## src/rtl/fp16_pkg.sv

```systemverilog
// Shared FP16 field definitions, converter state and special-case kinds.
// Field-extract helpers for sign, biased exponent and stored mantissa.
package fp16_pkg;

    localparam int FP16_EXP_W   = 5;
    localparam int FP16_MAN_W   = 10;
    localparam int FP16_BIAS    = 15;
    localparam int FP16_EXP_MAX = 31;

    typedef enum logic [1:0] {
        IDLE,
        ALIGN,
        ROUND,
        DONE
    } state_t;

    typedef enum logic [1:0] {
        K_NORM,
        K_ZERO,
        K_SAT,
        K_NAN
    } kind_t;

    function automatic logic fp16_sign(input logic [15:0] a);
        return a[15];
    endfunction

    function automatic logic [FP16_EXP_W-1:0] fp16_exp(input logic [15:0] a);
        return a[14:10];
    endfunction

    function automatic logic [FP16_MAN_W-1:0] fp16_man(input logic [15:0] a);
        return a[9:0];
    endfunction

endpackage

```

## src/rtl/fp16_to_fixed_if.sv

```systemverilog
// Handshake bundle of the FP16-to-fixed converter: operand side (in_valid,
// in_ready, A) and result side (out_valid, out_ready, Q, ovf, invalid).
interface fp16_to_fixed_if #(
    parameter int OUT_W = 16
);
    logic             in_valid;
    logic             in_ready;
    logic [15:0]      A;
    logic             out_valid;
    logic             out_ready;
    logic [OUT_W-1:0] Q;
    logic             ovf;
    logic             invalid;

    modport master (
        output in_valid, A, out_ready,
        input  in_ready, out_valid, Q, ovf, invalid
    );

    modport slave (
        input  in_valid, A, out_ready,
        output in_ready, out_valid, Q, ovf, invalid
    );
endinterface

```

## src/rtl/fp16_unpack.sv

```systemverilog
// Combinational FP16 split: a -> s, unbiased e, m={1,man}, and
// is_zero (exp==0, subnormals included), is_inf, is_nan classification.
module fp16_unpack
    import fp16_pkg::*;
(
    input  logic              [15:0] a,
    output logic                     s,
    output logic signed       [7:0]  e,
    output logic              [10:0] m,
    output logic                     is_zero,
    output logic                     is_inf,
    output logic                     is_nan
);
    logic [FP16_EXP_W-1:0] ex;
    logic [FP16_MAN_W-1:0] mn;

    always_comb begin
        ex      = fp16_exp(a);
        mn      = fp16_man(a);
        s       = fp16_sign(a);
        e       = {3'b000, ex} - 8'(FP16_BIAS);
        m       = {1'b1, mn};
        is_zero = (ex == '0);
        is_inf  = (ex == 5'(FP16_EXP_MAX)) && (mn == '0);
        is_nan  = (ex == 5'(FP16_EXP_MAX)) && (mn != '0);
    end
endmodule

```

## src/rtl/fp16_to_fixed.sv

```systemverilog
// FP16 to signed fixed point (value*2^FRAC_W) with a one-bit-per-cycle aligner.
// Ports: clk, rst (async high), bus (slave). Macro ROUND_NEAREST_EN selects RNE.
module fp16_to_fixed
    import fp16_pkg::*;
#(
    parameter int OUT_W  = 16,
    parameter int FRAC_W = 4
) (
    input  logic          clk,
    input  logic          rst,
    fp16_to_fixed_if.slave bus
);
    localparam logic signed [7:0] SAT_E  = 8'(OUT_W - 1 - FRAC_W);
    localparam logic signed [7:0] SH_OFF = 8'(FRAC_W - FP16_MAN_W);
    localparam logic [OUT_W-1:0]  Q_MAX  = {1'b0, {(OUT_W-1){1'b1}}};
    localparam logic [OUT_W-1:0]  Q_MIN  = {1'b1, {(OUT_W-1){1'b0}}};

    logic              u_s;
    logic signed [7:0] u_e;
    logic [10:0]       u_m;
    logic              u_zero;
    logic              u_inf;
    logic              u_nan;

    fp16_unpack u_unpack (
        .a       (bus.A),
        .s       (u_s),
        .e       (u_e),
        .m       (u_m),
        .is_zero (u_zero),
        .is_inf  (u_inf),
        .is_nan  (u_nan)
    );

    state_t           state;
    kind_t            kind;
    kind_t            kind_nxt;
    logic             sgn;
    logic             left;
    logic             sat_ovf;
    logic [3:0]       cnt;
    logic [OUT_W-1:0] mag;
`ifdef ROUND_NEAREST_EN
    logic             guard;
    logic             sticky;
`endif

    logic signed [7:0] sh;
    logic [7:0]        sh_abs;
    logic [3:0]        k;
    logic              big;
    logic              inc;
    logic [OUT_W:0]    mag_r;

    always_comb begin
        sh     = u_e + SH_OFF;
        sh_abs = sh[7] ? $unsigned(-sh) : $unsigned(sh);
        // beyond 13 right shifts every mantissa bit is already in sticky
        k      = (sh_abs > 8'd13) ? 4'd13 : sh_abs[3:0];
        big    = (u_e >= SAT_E);
        if (u_nan)
            kind_nxt = K_NAN;
        else if (u_inf || big)
            kind_nxt = K_SAT;
        else if (u_zero)
            kind_nxt = K_ZERO;
        else
            kind_nxt = K_NORM;
    end

    always_comb begin
        inc = 1'b0;
`ifdef ROUND_NEAREST_EN
        inc = guard & (sticky | mag[0]);
`endif
        mag_r = {1'b0, mag} + (OUT_W+1)'(inc);
    end

    always_ff @(posedge clk or posedge rst) begin
        if (rst) begin
            state         <= IDLE;
            kind          <= K_NORM;
            sgn           <= 1'b0;
            left          <= 1'b0;
            sat_ovf       <= 1'b0;
            cnt           <= '0;
            mag           <= '0;
`ifdef ROUND_NEAREST_EN
            guard         <= 1'b0;
            sticky        <= 1'b0;
`endif
            bus.in_ready  <= 1'b1;
            bus.out_valid <= 1'b0;
            bus.Q         <= '0;
            bus.ovf       <= 1'b0;
            bus.invalid   <= 1'b0;
        end else begin
            unique case (state)
                IDLE: begin
                    if (bus.in_valid) begin
                        sgn          <= u_s;
                        left         <= !sh[7];
                        cnt          <= k;
                        mag          <= OUT_W'(u_m);
                        kind         <= kind_nxt;
                        // exactly -2^(OUT_W-1-FRAC_W) is representable
                        sat_ovf      <= u_inf || !(u_s && u_e == SAT_E
                                                   && u_m[9:0] == '0);
`ifdef ROUND_NEAREST_EN
                        guard        <= 1'b0;
                        sticky       <= 1'b0;
`endif
                        bus.ovf      <= 1'b0;
                        bus.invalid  <= 1'b0;
                        bus.in_ready <= 1'b0;
                        state        <= (kind_nxt == K_NORM && k != 4'd0)
                                        ? ALIGN : ROUND;
                    end
                end
                ALIGN: begin
                    if (left) begin
                        mag <= mag << 1;
                    end else begin
                        mag    <= mag >> 1;
`ifdef ROUND_NEAREST_EN
                        guard  <= mag[0];
                        sticky <= sticky | guard;
`endif
                    end
                    cnt <= cnt - 4'd1;
                    if (cnt == 4'd1)
                        state <= ROUND;
                end
                ROUND: begin
                    unique case (kind)
                        K_NAN: begin
                            bus.Q       <= '0;
                            bus.invalid <= 1'b1;
                        end
                        K_ZERO: begin
                            bus.Q <= '0;
                        end
                        K_SAT: begin
                            bus.Q   <= sgn ? Q_MIN : Q_MAX;
                            bus.ovf <= sat_ovf;
                        end
                        default: begin
                            if (!sgn && mag_r[OUT_W:OUT_W-1] != 2'b00) begin
                                bus.Q   <= Q_MAX;
                                bus.ovf <= 1'b1;
                            end else begin
                                bus.Q <= sgn ? OUT_W'(-mag_r)
                                             : OUT_W'(mag_r);
                            end
                        end
                    endcase
                    bus.out_valid <= 1'b1;
                    state         <= DONE;
                end
                DONE: begin
                    if (bus.out_ready) begin
                        bus.out_valid <= 1'b0;
                        bus.in_ready  <= 1'b1;
                        state         <= IDLE;
                    end
                end
                default: state <= IDLE;
            endcase
        end
    end
endmodule

```

## src/flat_wrapper.sv

```systemverilog
// flat-port wrapper written by rule: the top's interface ports become plain ports
module fp16_to_fixed_flat import fp16_pkg::*;
#(
    parameter int OUT_W  = 16,
    parameter int FRAC_W = 4
)
  (clk, rst, bus_in_valid, bus_A, bus_out_ready, bus_in_ready, bus_out_valid, bus_Q, bus_ovf, bus_invalid);
  fp16_to_fixed_if #(.OUT_W(OUT_W)) bus_i ();
  input  logic clk;
  input  logic rst;
  input wire logic [$bits(bus_i.in_valid)-1:0] bus_in_valid;
  input wire logic [$bits(bus_i.A)-1:0] bus_A;
  input wire logic [$bits(bus_i.out_ready)-1:0] bus_out_ready;
  output wire logic [$bits(bus_i.in_ready)-1:0] bus_in_ready;
  output wire logic [$bits(bus_i.out_valid)-1:0] bus_out_valid;
  output wire logic [$bits(bus_i.Q)-1:0] bus_Q;
  output wire logic [$bits(bus_i.ovf)-1:0] bus_ovf;
  output wire logic [$bits(bus_i.invalid)-1:0] bus_invalid;
  assign bus_i.in_valid = bus_in_valid;
  assign bus_i.A = bus_A;
  assign bus_i.out_ready = bus_out_ready;
  assign bus_in_ready = bus_i.in_ready;
  assign bus_out_valid = bus_i.out_valid;
  assign bus_Q = bus_i.Q;
  assign bus_ovf = bus_i.ovf;
  assign bus_invalid = bus_i.invalid;
  fp16_to_fixed #(.OUT_W(OUT_W), .FRAC_W(FRAC_W)) u_core (.clk(clk), .rst(rst), .bus(bus_i));
endmodule
```

## config.mk

```make
export PLATFORM = sky130hd
export DESIGN_NAME = fp16_to_fixed_flat
export DESIGN_NICKNAME = d
export VERILOG_FILES = /design/src/rtl/fp16_pkg.sv /design/src/rtl/fp16_to_fixed_if.sv /design/src/rtl/fp16_unpack.sv /design/src/rtl/fp16_to_fixed.sv /design/src/flat_wrapper.sv
export SDC_FILE = /design/constraint.sdc
export NUM_CORES = 1
export LEC_CHECK = 0
export BUFFER_PORTS_ARGS = -buffer_cell sky130_fd_sc_hd__buf_2
export CAP_MARGIN = 5
export CORE_AREA = 4 4 68 116
export CTS_CLUSTER_SIZE = 10
export DETAILED_ROUTE_END_ITERATION = 8
export DIE_AREA = 0 0 72 120
export GPL_TIMING_DRIVEN = 0
export PLACE_DENSITY = 0.7
export SLEW_MARGIN = 15
export SYNTH_ARGS = -nofsm -noshare
export SYNTH_HDL_FRONTEND = slang
export SYNTH_SLANG_ARGS = --single-unit
```

## constraint.sdc

```tcl
create_clock -name clk -period 4.6 [get_ports clk]
set_input_delay 0.46 -clock clk [delete_from_list [all_inputs] [get_ports clk]]
set_output_delay 0.46 -clock clk [all_outputs]
set_load 0.02 [all_outputs]
```

### After elaboration in Yosys (flattened, before gate mapping)

Cells that the tools add are included.

* magnitude comparators: 2
* equality and inequality tests: 15
* muxes and demuxes: 29
* $add $sub $neg: 5
* reductions and logical operators: 29

Operator list (count)
* 16-bit 2-to-1 mux: 5
* 16-bit one-hot mux with 2 select lines: 2
* 16-bit negator: 1
* 2-bit 2-to-1 mux: 6
* 10-bit zero test: 1
* 1-bit one-hot mux with 2 select lines: 5
* 10-bit nonzero test: 1
* 3-bit AND reduction: 3
* 8-bit by 4-bit adder with 8-bit output, second input constant: 1
* 2-bit equality test, second input constant: 4
* 8-bit by 5-bit equality test with 1-bit output, second input constant: 1
* 8-bit by 5-bit greater-or-equal comparator with 1-bit output, second input constant: 1
* 8-bit by 4-bit > comparator with 1-bit output, second input constant: 1
* 4-bit 2-to-1 mux: 2
* 8-bit 2-to-1 mux: 1
* 8-bit negator: 1
* 2-bit one-hot mux with 4 select lines: 1
* 4-bit one-hot mux with 2 select lines: 1
* 2-bit nonzero test: 4
* 1-bit logical AND: 6
* 1-bit 2-to-1 mux: 6
* 2-bit != test, second input constant: 3
* 2-bit AND reduction: 3
* 5-bit by 4-bit subtractor with 6-bit output, second input constant: 1
* 13 further kinds: 19

* word-level logic and storage cells: 92
* input bits: 20
* register bits after elaboration: 47
* output and inout port bits: 20

### Logic depth before layout (Yosys ltp)

Gate-level depths: netlist of run 1.

* depth in word-level cells: 11
* mapped depth: 12
* mapped depth without buffers: 10

### Modules after synthesis

Synthesis of run 1 repeated with hierarchy kept, for this count alone.

* cell total of the unflattened synthesis: 422
* area total of the unflattened synthesis: 3430.8 um^2

Modules (own cells, without submodules)
* fp16_to_fixed: cells each 389, seq. area each 1177.4 um^2, area each 3191.8 um^2, instances 1
* fp16_unpack: cells each 33, seq. area each 0.0 um^2, area each 239.0 um^2, instances 1

### Worst setup path after synthesis of run 1

Ideal clock, no wire load.

* path type: input -> register
* start: input port bus_A[10]
* end: register u_core.cnt[1]
* buffers on the path: 2
* arrival time: 3069 ps
* stages: 11
* setup slack: 1405 ps
* setup time: 126 ps
* data required time: 4474 ps
* cells stage by stage: clkbuf_1 -> inv_1 -> ha_1 -> ha_1 -> buf_2 -> nor2b_1 -> a21oi_2 -> or4_4 -> a221oi_2 -> nor4_1 -> a221o_1

* cells in the longest elaborated chain, start to end: 8

RTL lines
* from (decl): RTL line flat_wrapper.sv:12 `input wire logic [$bits(bus_i.A)-1:0] bus_A;`
* 5-bit by 4-bit subtractor with 6-bit output (*): RTL line fp16_unpack.sv:21 `e = {3'b000, ex} - 8'(FP16_BIAS);`
* 8-bit by 4-bit adder with 8-bit output (*): RTL line fp16_to_fixed.sv:56 `sh = u_e + SH_OFF;`
* 8-bit negator: RTL line fp16_to_fixed.sv:57 `sh_abs = sh[7] ? $unsigned(-sh) : $unsigned(sh);`
* 8-bit 2-to-1 mux (*): RTL line fp16_to_fixed.sv:57
* 8-bit by 4-bit > comparator with 1-bit output: RTL line fp16_to_fixed.sv:59 `k = (sh_abs > 8'd13) ? 4'd13 : sh_abs[3:0];`
* 4-bit 2-to-1 mux (*): RTL line fp16_to_fixed.sv:59
* 4-bit 2-to-1 mux (*): RTL line fp16_to_fixed.sv:100 `if (bus.in_valid) begin`
* 4-bit one-hot mux with 2 select lines (*): RTL line fp16_to_fixed.sv:98 `unique case (state)`
* to (signal assigned): RTL line fp16_to_fixed.sv:103 `cnt <= k;`
* to (signal assigned): RTL line fp16_to_fixed.sv:130 `cnt <= cnt - 4'd1;`
* to (decl): RTL line fp16_to_fixed.sv:41 `logic [3:0] cnt;`

Every way passes the cells marked *; elsewhere a longest branch is shown, timed or not. The select of a mux whose other input is x is not followed.
A chain may end at the register's enable or synchronous reset.

### Worst setup path in the final report of run 1

* start: input port bus_A[10]
* end: register u_core.state[1]

* cells in the longest elaborated chain, start to end: 11
* elaborated cells on any way between the ends: 21
* those cells by class: add/sub (3); order compare (2); eq/ne (1); mux (8); reduce/logical (7)

RTL lines
* 5-bit by 4-bit subtractor with 6-bit output: RTL line fp16_unpack.sv:21
* 8-bit by 4-bit adder with 8-bit output: RTL line fp16_to_fixed.sv:56
* 8-bit negator: RTL line fp16_to_fixed.sv:57
* 8-bit 2-to-1 mux: RTL line fp16_to_fixed.sv:57
* 8-bit by 4-bit > comparator with 1-bit output: RTL line fp16_to_fixed.sv:59
* 4-bit 2-to-1 mux: RTL line fp16_to_fixed.sv:59
* 4-bit nonzero test: RTL line fp16_to_fixed.sv:116 `state <= (kind_nxt == K_NORM && k != 4'd0)`
* 1-bit logical AND (*): RTL line fp16_to_fixed.sv:116
* 2-bit 2-to-1 mux (*): RTL line fp16_to_fixed.sv:117 `? ALIGN : ROUND;`
* 2-bit 2-to-1 mux (*): RTL line fp16_to_fixed.sv:100
* 2-bit one-hot mux with 4 select lines (*): RTL line fp16_to_fixed.sv:98
* to (signal assigned): RTL line fp16_to_fixed.sv:116
* to (decl): RTL line fp16_to_fixed.sv:35 `state_t state;`

Marks and branches as above.

==> results.ini, run 1 <==
[run]
drv_cap=0

[final_layout]
mostFrequentLayoutCells=46 x dfrtp_1, 44 x o21ai_0, 44 x nand2_1, 40 x buf_2, 35 x a21oi_1
fin_area_sq_mm=0.00383
finalNetCount=475
layout_commonest_cell=dfrtp_1
diodes=0
drive_above_1_share_pct=16.1
area_growth_pct=13.2
fillCellCount=663

[pwr]
total_power_uw=2530
cellPowerDensity_mw_per_mm2=660
peakVddDrop_mv=0.223
power.leakage_uw=0.00164

[setup_path]
worstSetupEndpointType=register
cp_max_fo=10
arrival_ns=3.79
rrSetupSlack_ns=2.11
crit_slowest_cell=or3_1
crit_family=compound AO/OA/AOI/OAI gates
start_kind=input port
max_stage_delay_ns=0.47
required_ns=4.79
crit_top_cell=ha_1
cp_num_buf_inv=3
path_cells=buf_2 -> clkbuf_1 -> inv_1 -> ha_1 -> ha_1 -> nand2b_1 -> a21oi_1 -> a211oi_1 -> o32ai_1 -> nand4_1 -> or3_1 -> a311oi_1
crit_type=input port to register

[clocking]
cts_tree=done
clock_path_buffers=2
post-cts-setup-buffer-count=0
cts_sinks=47
htreeDepth=2
ctsHoldBuffers=0
cts-root-buf=clkbuf_16
numCtsBuffers=5
clk_pin_slew_ns=0.06
clock_latency_ns=0.29
cts_resized=0

[floorplan]
rows=40
core_area_sq_mm=0.00691
die_h_microns=120
die_w_microns=72
dieArea_sq_mm=0.00864
io_pins=40
initial_utilization_pct=48.9

[global_routing]
track_usage_pct=20.6
grt_max_degree=29
grt-ovfl-total=0
grt_pass1_vias=3016
antenna_found_initial=0
grt_first_pass_wirelength_microns=14200

[detailed_routing]
drc_errors=0
vias_per_cell=5.75
wl_met3_microns=297
routed-wl-met2_microns=4700
num_vias=3025
top_layer=met4
ant_nets=0
drt-met1-wl_microns=3030
first_pass_iters=4
drtIter0Drc=153
drt_wl_total_microns=8370
wire_per_inst_microns=15.9

[placement]
dp_slack_ns=0.747
gp_congestion=0.860
placed_area_sq_mm=0.00369
io_buffers=37
dp_hpwl_microns=6540

[sta]
skew_ns=0.00577
worstMarginPinSlew_ns=0.732
final_hold_viol_count=0
setup_slack_ns=1.01
setup_viol=0
rsz0062_at_grt=no
fin_crit_sh_pct=78.1
hold_ws_ns=0.165
max_freq_ghz=0.278
slew_viol_final=0
final.setup.tns_ns=0
maxSlewHeadroom_pct=49.8
min_period_ns=3.59

[synth]
synth_edf_count=0
synth_seq_area_share_pct=34.8
ys_async_sr_fraction_pct=100
synth_flop_cell=dfrtp_1
synth_top_area_share_pct=34.0
synth-seq-cells=47
synth_cell_types=60
syn-num-nets=430
synth_cells=396
synth_top_cells_by_area=dfrtp_1 34%, o21ai_0 6.5%, a21oi_1 5.2%, ha_1 5.2%, nand2_1 4.9%
netlist_area_sq_mm=0.00338
syn_avg_cell_area_sq_um=8.54
yosysTopAreaCell=dfrtp_1
synth_warnings=0

[run_status]
status=finished, final reports clean

[min_path]
hp-class=input port to async pin

-- cells in the mapped netlist (3+ instances only) --
library cell and count:
mux2i_1 15, dfrtp_1 46, buf_6 4, clkbuf_1 19, nand3b_1 3, nor2b_1 4
nor4_1 5, nand2b_1 5, nand2_1 44, xor2_1 10, or3_1 3, a21oi_1 35
nor3_1 11, inv_1 17, ha_1 14, and3_1 3, o22a_1 11, o21ai_0 44
mux2_2 3, o21ai_1 3, o22ai_1 3, xnor2_1 10, nor2_1 25, nand3_1 7
nor4b_1 3, buf_2 3
-- path summary, 6_finish.rpt --
path,startpoint,to,cells past startpoint
hold reg to reg,u_core.bus.Q[5]$_DFFE_PP0P_,u_core.bus.Q[5]$_DFFE_PP0P_,1
setup / recovery,bus_A[10],u_core.state[1]$_DFFE_PP0P_,12
min in group clk,bus_out_ready,u_core.bus.out_valid$_DFFE_PP0P_,2
max in group asynchronous,rst,u_core.bus.Q[3]$_DFFE_PP0P_,3
setup reg to reg,u_core.mag[6]$_DFFE_PP0P_,u_core.bus.Q[15]$_DFFE_PP0P_,8
hold / removal,rst,u_core.bus.Q[0]$_DFFE_PP0P_,2
-- worst register-to-register path, delay by kind of cell (launching register included) --
| kind | cells | cell delay (ns) |
|---|---|---|
| DFF | 1 | 0.37 |
| AOI/OAI and AO/OA | 1 | 0.25 |
| and+or+nand+nor | 5 | 1.49 |
| buffers and inverters | 1 | 0.14 |
| xor gates and xnor gates | 1 | 0.16 |
-- metal layers --
metal  global-route usage, %  up-vias
li1                        -     1499
met1                    20.8     1428
met2                    39.6       69
met3                    2.85       29
met4                    10.1        0
met5                       0        -
-- metrics by stage --
step / cells / util (%)
global route: 526 / 55.4
finish: 526 / 55.4
CTS: 526 / 55.4
global placement: 517 / 53.2
detailed placement: 518 / 53.4
floorplan: 396 / -
-- report_power, final --
group / leakage (uW) / total (uW) / internal, uW / switching (uW)
Combinational: 0.00101 / 1420 / 571 / 845
Clock: 0.0000679 / 352 / 201 / 151
Sequential: 0.000556 / 759 / 601 / 158
Total: 0.00164 / 2530 / 1370 / 1150
-- final cells by class --
| type | count | area [sq um] | area share (%) |
|---|---|---|---|
| clock buffers | 7 | 133 | 3.46 |
| well taps | 84 | 105 | 2.75 |
| flip-flops and latches | 47 | 1180 | 30.8 |
| clock inverters | 1 | 5.00 | 0.131 |
| multi-input cells | 303 | 1970 | 51.4 |
| repair buffers | 38 | 205 | 5.36 |
| plain buffers | 29 | 171 | 4.48 |
| inverters | 17 | 63.8 | 1.67 |
-- kinds of logic (layout without fill, tap and decap cells) --
family                   Yosys count  count (layout)  synth area share [%]
AO/OA/AOI/OAI                    121             121                  21.8
XOR/XNOR                          22              22                  6.48
adder cells (fa/ha/maj)           14              14                  5.18
buffers and inverters             46              92                  6.96
flip-flops                        47              47                  34.8
multiplexers                      18              18                  5.44
AND/OR/NAND/NOR                  128             128                  19.3
-- registers in the layout (all words and copies together), names as in the netlist --
name,cells
u_core.bus.out_valid,1
u_core.bus.invalid,1
u_core.state,2
u_core.bus.in_ready,1
u_core.kind,2
u_core.bus.ovf,1
u_core.mag,16
u_core.bus.Q,16
u_core.sgn,1
u_core.left,1
u_core.cnt,4
u_core.sat_ovf,1
Power figures use the tool's default switching activity.
==> run 2, diff against run 1 <==
- PLACE_DENSITY: 0.7 -> 0.73
- clock period: 4.6 -> 3.3 ns (I/O delays scaled with it)
==> results.ini, run 2 (synthesized netlist as in run 1, its figures left out) <==
[setup_path]
crit_family=compound AO/OA/AOI/OAI gates
arrival_ns=3.32  ; -0.47 ns
cp_num_buf_inv=3  ; unchanged
path_cells=buf_2 -> clkbuf_4 -> clkinvlp_4 -> ha_4 -> ha_1 -> nand2b_1 -> a21oi_2 -> o311ai_0 -> o32ai_1 -> nand4_1 -> or3_4 -> a311oi_2
crit_slowest_cell=or3_4
max_stage_delay_ns=0.45  ; -0.02 ns
crit_type=input port to register
required_ns=3.50  ; -1.29 ns
start_kind=input port
cp_max_fo=10  ; unchanged
worstSetupEndpointType=register

[final_layout]
mostFrequentLayoutCells=46 x dfrtp_1, 44 x o21ai_0, 44 x nand2_1, 40 x buf_2, 34 x a21oi_1
layout_commonest_cell=dfrtp_1
multi_input_area_sq_mm=0.00200  ; +1.8%
utilization_pct=56.3  ; +0.87 points
seq_area_sq_mm=0.00118  ; unchanged
drive_above_1_share_pct=18.1  ; +2.0 points
top_regs=u_core.bus.Q x16, u_core.mag x16, u_core.cnt x4
finalNetCount=476  ; +0.21%
diodes=0  ; unchanged
area_growth_pct=15.0
fillCellCount=658  ; -0.75%

[floorplan]
rows=40  ; unchanged
die_h_microns=120  ; unchanged
die_w_microns=72  ; unchanged
initial_utilization_pct=48.9  ; unchanged
dieArea_sq_mm=0.00864  ; unchanged
io_pins=40  ; unchanged
core_area_sq_mm=0.00691  ; unchanged

[detailed_routing]
first_pass_iters=4  ; unchanged
drt_wl_total_microns=8250  ; -1.4%
ant_nets=0  ; unchanged
num_vias=3027  ; +0.066%
wire_per_inst_microns=15.7  ; -1.6%
drc_errors=0  ; unchanged
vias_per_cell=5.74  ; -0.12%
drtIter0Drc=168  ; +9.8%

[placement]
gp_congestion=0.915  ; +6.3%
dp_slack_ns=-0.451  ; -1.20 ns
io_buffers=37  ; unchanged
dp_hpwl_microns=6480  ; -0.83%

[run_status]
status=finished, final reports clean

[sta]
min_period_ns=3.13
final.setup.tns_ns=0  ; unchanged
fin_crit_sh_pct=94.8
skew_ns=0.00925  ; +0.00348 ns
setup_viol=0  ; unchanged
hold_ws_ns=0.0120  ; -0.153 ns
max_freq_ghz=0.320
worstMarginPinSlew_ns=0.715  ; -0.0173 ns
maxSlewHeadroom_pct=51.0  ; +1.2 points
setup_slack_ns=0.173  ; -0.834 ns
final_hold_viol_count=0  ; unchanged
rsz0062_at_grt=no
slew_viol_final=0  ; unchanged

[clocking]
clock_path_buffers=2  ; unchanged
numCtsBuffers=5  ; unchanged
clock_latency_ns=0.30  ; about the same
cts-root-buf=clkbuf_16
ctsHoldBuffers=0  ; unchanged
cts_tree=done
cts_sinks=47  ; unchanged
htreeDepth=2  ; unchanged
clk_pin_slew_ns=0.07  ; about the same

[global_routing]
grt_max_degree=31  ; +6.9%
antenna_found_initial=0  ; unchanged
grt_pass1_vias=3018  ; +0.066%
grt-ovfl-total=0  ; unchanged
track_usage_pct=20.0  ; -0.59 points
grt_first_pass_wirelength_microns=13800  ; -2.6%

[pwr]
p_sw_uw=1600  ; +39%
combinationalPowerShare_pct=55.9  ; about the same
swShare_pct=45.1  ; -0.53 points
cellPowerDensity_mw_per_mm2=913  ; +38%
power.leakage_uw=0.00165  ; +0.75%
peakVddDrop_mv=0.312  ; +40%
total_power_uw=3550  ; +40%
seq_power_share_pct=29.6  ; -0.4 points
p_int_uw=1950  ; +42%
p_clk_share_pct=14.5  ; +0.6 points

[run]
drv_cap=0  ; unchanged

[min_path]
hp-class=input port to async pin

-- run 2: power groups by stage --
stage	logic, uW	registers [uW]	clock network [uW]
floorplan	1370	1150	0
global placement	1920	1050	0
detailed placement	1970	1060	0
CTS	1980	1050	527
global route	2220	1090	545
finish	1980	1050	516
-- run 2: metal layers --
layer	global-route usage (%)	part of all wire (%)	routed length, microns
met4	11.6	4.3	356
met1	19.2	36	2970
met2	38.5	57	4690
met5	0	0	0
met3	2.93	2.9	238
-- run 2: layout make-up --
| type | count | area share, % |
|---|---|---|
| tap | 84 | 2.70 |
| multi-input combinational | 303 | 51.5 |
| inverter | 17 | 1.74 |
| timing repair buffer | 39 | 5.47 |
| sequential | 47 | 30.3 |
| buffer | 29 | 4.50 |
| clock buffer | 7 | 3.67 |
| clock inverter | 1 | 0.129 |
-- run 2: repair_timing --
item | CTS | global route
resized for setup | 1 | 9
setup buffers | 0 | 1
endpoints found under the setup margin | 2 | 3
pin swaps | 0 | 2
gates cloned | 0 | 0
-- run 2: worst paths after layout --
check | depth (start not counted) | to | start | slack [ns]
min reg2reg | 1 | u_core.bus.Q[3]$_DFFE_PP0P_ | u_core.bus.Q[3]$_DFFE_PP0P_ | 0.49
max in group asynchronous | 3 | u_core.bus.in_ready$_DFFE_PP1P_ | rst | 2.72
min in group clk | 2 | u_core.bus.out_valid$_DFFE_PP0P_ | bus_out_ready | 0.26
min | 2 | u_core.bus.Q[14]$_DFFE_PP0P_ | rst | 0.01
max reg2reg | 8 | u_core.bus.Q[15]$_DFFE_PP0P_ | u_core.mag[6]$_DFFE_PP0P_ | 0.82
max | 12 | u_core.state[1]$_DFFE_PP0P_ | bus_A[10] | 0.17
-- run 2: metrics by stage --
stage / cells / area, sq um
2_1_floorplan: 396 / 3380
3_3_place_gp: 517 / 3670
3_5_place_dp: 518 / 3690
4_1_cts: 526 / 3840
5_1_grt: 527 / 3890
6_report: 527 / 3890
==> run 3, diff against run 2 <==
- CORE_AREA: 4 4 68 116 -> 4 4 68 117
- DIE_AREA: 0 0 72 120 -> 0 0 72 121
- SETUP_SLACK_MARGIN: default -> 0.3
- SYNTH_HIERARCHICAL: default -> 1
==> results.ini, run 3 <==
[clocking]
clk_pin_slew_ns=0.06  ; about the same
cts_sinks=47  ; unchanged
clock_path_buffers=2  ; unchanged
ctsHoldBuffers=0  ; unchanged
cts_tree=done
cts-root-buf=clkbuf_16
htreeDepth=2  ; unchanged
clock_latency_ns=0.29  ; about the same
numCtsBuffers=5  ; unchanged

[pwr]
swShare_pct=46.8  ; +1.7 points
p_int_uw=1890  ; -2.8%
seq_power_share_pct=29.0  ; -0.6 points
p_sw_uw=1670  ; +4.1%
combinationalPowerShare_pct=57.4  ; +1.5 points
p_clk_share_pct=13.6  ; -0.9 points
peakVddDrop_mv=0.280  ; -10%
cellPowerDensity_mw_per_mm2=891  ; -2.4%
power.leakage_uw=0.00167  ; +1.0%

[setup_path]
worstSetupEndpointType=register
arrival_ns=3.13  ; -0.19 ns
start_kind=input port
crit_type=input port to register
cp_max_fo=8  ; -2
required_ns=3.52  ; +0.02 ns

[global_routing]
grt_pass1_vias=3242  ; +7.4%
grt_first_pass_wirelength_microns=15000  ; +9.1%
grt-ovfl-total=0  ; unchanged
antenna_found_initial=0  ; unchanged
track_usage_pct=21.5  ; +1.5 points
grt_max_degree=31  ; unchanged

[synth]
netlist_area_sq_mm=0.00343  ; +1.5%
synth_cell_types=55  ; -8.3%
ys_async_sr_fraction_pct=100  ; unchanged
synth-seq-cells=47  ; unchanged
syn_avg_cell_area_sq_um=8.13  ; -4.8%
yosysMostFrequentCell=dfrtp_1
synth_flop_cell=dfrtp_1
synthTopCellsByCount=46 x dfrtp_1, 45 x nand2_1, 40 x o21ai_0
synth_seq_area_share_pct=34.3  ; -0.51 points
synth_top_cells_by_area=dfrtp_1 34%, o21ai_0 5.8%, nand2_1 4.9%, ha_1 4.7%, mux2i_1 4.4%
synth_cells=422  ; +6.6%
yosysTopAreaCell=dfrtp_1
synth_edf_count=0  ; unchanged
synth_warnings=6  ; +6
syn-num-nets=455  ; +5.8%
synth_top_area_share_pct=33.6  ; -0.50 points

[floorplan]
die_h_microns=121  ; +0.83%
core_area_sq_mm=0.00708  ; +2.5%
dieArea_sq_mm=0.00871  ; +0.83%
die_w_microns=72  ; unchanged
rows=41  ; +2.5%
initial_utilization_pct=48.5  ; -0.49 points
io_pins=40  ; unchanged

[sta]
fin_crit_sh_pct=88.0  ; -6.8 points
hold_ws_ns=0.147  ; +0.135 ns
rsz0062_at_grt=no
maxSlewHeadroom_pct=53.4  ; +2.4 points
worstMarginPinSlew_ns=0.695  ; -0.0202 ns
final_hold_viol_count=0  ; unchanged
setup_slack_ns=0.396  ; +0.223 ns
final.setup.tns_ns=0  ; unchanged
min_period_ns=2.90  ; -0.223 ns
slew_viol_final=0  ; unchanged
skew_ns=0.00666  ; -0.00259 ns
max_freq_ghz=0.344  ; +7.7%
setup_viol=0  ; unchanged

[final_layout]
mostFrequentLayoutCells=46 x dfrtp_1, 45 x nand2_1, 40 x o21ai_0, 39 x buf_2, 36 x nor2_1
fillCellCount=689  ; +4.7%
utilization_pct=56.5  ; +0.18 points
layout_commonest_cell=dfrtp_1
finalNetCount=503  ; +5.7%
fin_area_sq_mm=0.00400  ; +2.8%
top_regs=u_core/bus.Q x16, u_core/mag x16, u_core/cnt x4
diodes=0  ; unchanged
drive_above_1_share_pct=17.2  ; -0.86 points
area_growth_pct=16.6

[detailed_routing]
num_vias=3296  ; +8.9%
drt_wl_total_microns=8990  ; +8.9%
first_pass_iters=6  ; +2
vias_per_cell=5.92  ; +3.0%
drtIter0Drc=287  ; +71%
ant_nets=0  ; unchanged
drc_errors=0  ; unchanged
wire_per_inst_microns=16.1  ; +3.0%

[run_status]
status=finished, final reports clean

[placement]
dp_hpwl_microns=6920  ; +6.7%
placed_area_sq_mm=0.00376  ; +1.8%
dp_slack_ns=-0.00981  ; +0.441 ns
gp_congestion=0.887  ; -3.0%
io_buffers=38  ; +2.7%

[run]
drv_cap=0  ; unchanged

[min_path]
hp-class=input port to async pin

## run 3: path summary, 6_finish.rpt
| path | startpoint | to | slack, ns | cells after the start |
|---|---|---|---|---|
| min in group clk | bus_out_ready | u_core/bus.out_valid$_DFFE_PP0P_ | 0.27 | 2 |
| worst min-delay path | rst | u_core/cnt[3]$_DFFE_PP0P_ | 0.15 | 2 |
| worst max-delay path | bus_A[10] | u_core/state[1]$_DFFE_PP0P_ | 0.40 | 11 |
| worst min register to register | u_core/bus.Q[9]$_DFFE_PP0P_ | u_core/bus.Q[9]$_DFFE_PP0P_ | 0.49 | 1 |
| max in group asynchronous | rst | u_core/mag[4]$_DFFE_PP0P_ | 2.62 | 3 |
| worst max register to register | u_core/mag[0]$_DFFE_PP0P_ | u_core/bus.Q[14]$_DFFE_PP0P_ | 0.69 | 8 |
## run 3: per-stage QoR
stage | power (uW) | instances
2_1_floorplan | 2500 | 422
3_3_place_gp | 2970 | 546
3_5_place_dp | 3040 | 547
4_1_cts | 3550 | 555
5_1_grt | 3860 | 557
6_report | 3560 | 557
## run 3: worst max-delay path: stages
cell and delay (ns):
buf_2 0.13, ha_1 0.24, and3_1 0.16, ha_1 0.28, inv_2 0.07, or3_4 0.35, or4_4 0.47, a221o_1 0.38
o31a_1 0.14, o41ai_4 0.36, o311a_1 0.23
## run 3: layout make-up
type / count / area [sq um] / share of cell area [%]
Tap cell: 86 / 108 / 2.69
Timing Repair Buffer: 41 / 233 / 5.82
Buffer: 47 / 230 / 5.76
Clock inverter: 1 / 5.00 / 0.125
Clock buffer: 7 / 133 / 3.32
Sequential cell: 47 / 1180 / 29.4
Multi-Input combinational cell: 305 / 2020 / 50.6
Inverter: 23 / 90.1 / 2.25
## run 3: metal layers
layer / share of wire, % / GRT usage, % / up-vias
li1: - / - / 1603
met1: 37 / 22.2 / 1559
met2: 55 / 40.3 / 105
met3: 4.1 / 3.40 / 29
met4: 4.0 / 11.3 / 0
met5: 0 / 0 / -
## run 3: power by group through the flow
| stage | logic [uW] | clock network [uW] | registers [uW] |
|---|---|---|---|
| after floorplan | 1340 | 0 | 1150 |
| after global placement | 1940 | 0 | 1030 |
| after detailed placement | 1990 | 0 | 1040 |
| after CTS | 2010 | 501 | 1030 |
| after global routing | 2270 | 525 | 1070 |
| final | 2040 | 484 | 1030 |
## run 3: kinds of logic after synthesis
logic type                 count (synthesis)  synth area share [%]
and+or+nand+nor                          140                  19.9
AOI/OAI and AO/OA                        124                  24.2
buffers and inverters                     70                  9.23
DFF                                       47                  34.3
muxes                                     16                  4.70
adders and majority gates                 13                  4.74
xor gates and xnor gates                  11                  2.81
other                                      1                 0.109
## run 3: repair_timing
action	in CTS	in global routing
setup buffers	0	2
pin swaps	0	3
resized for setup	3	11
setup endpoints to repair	2	7
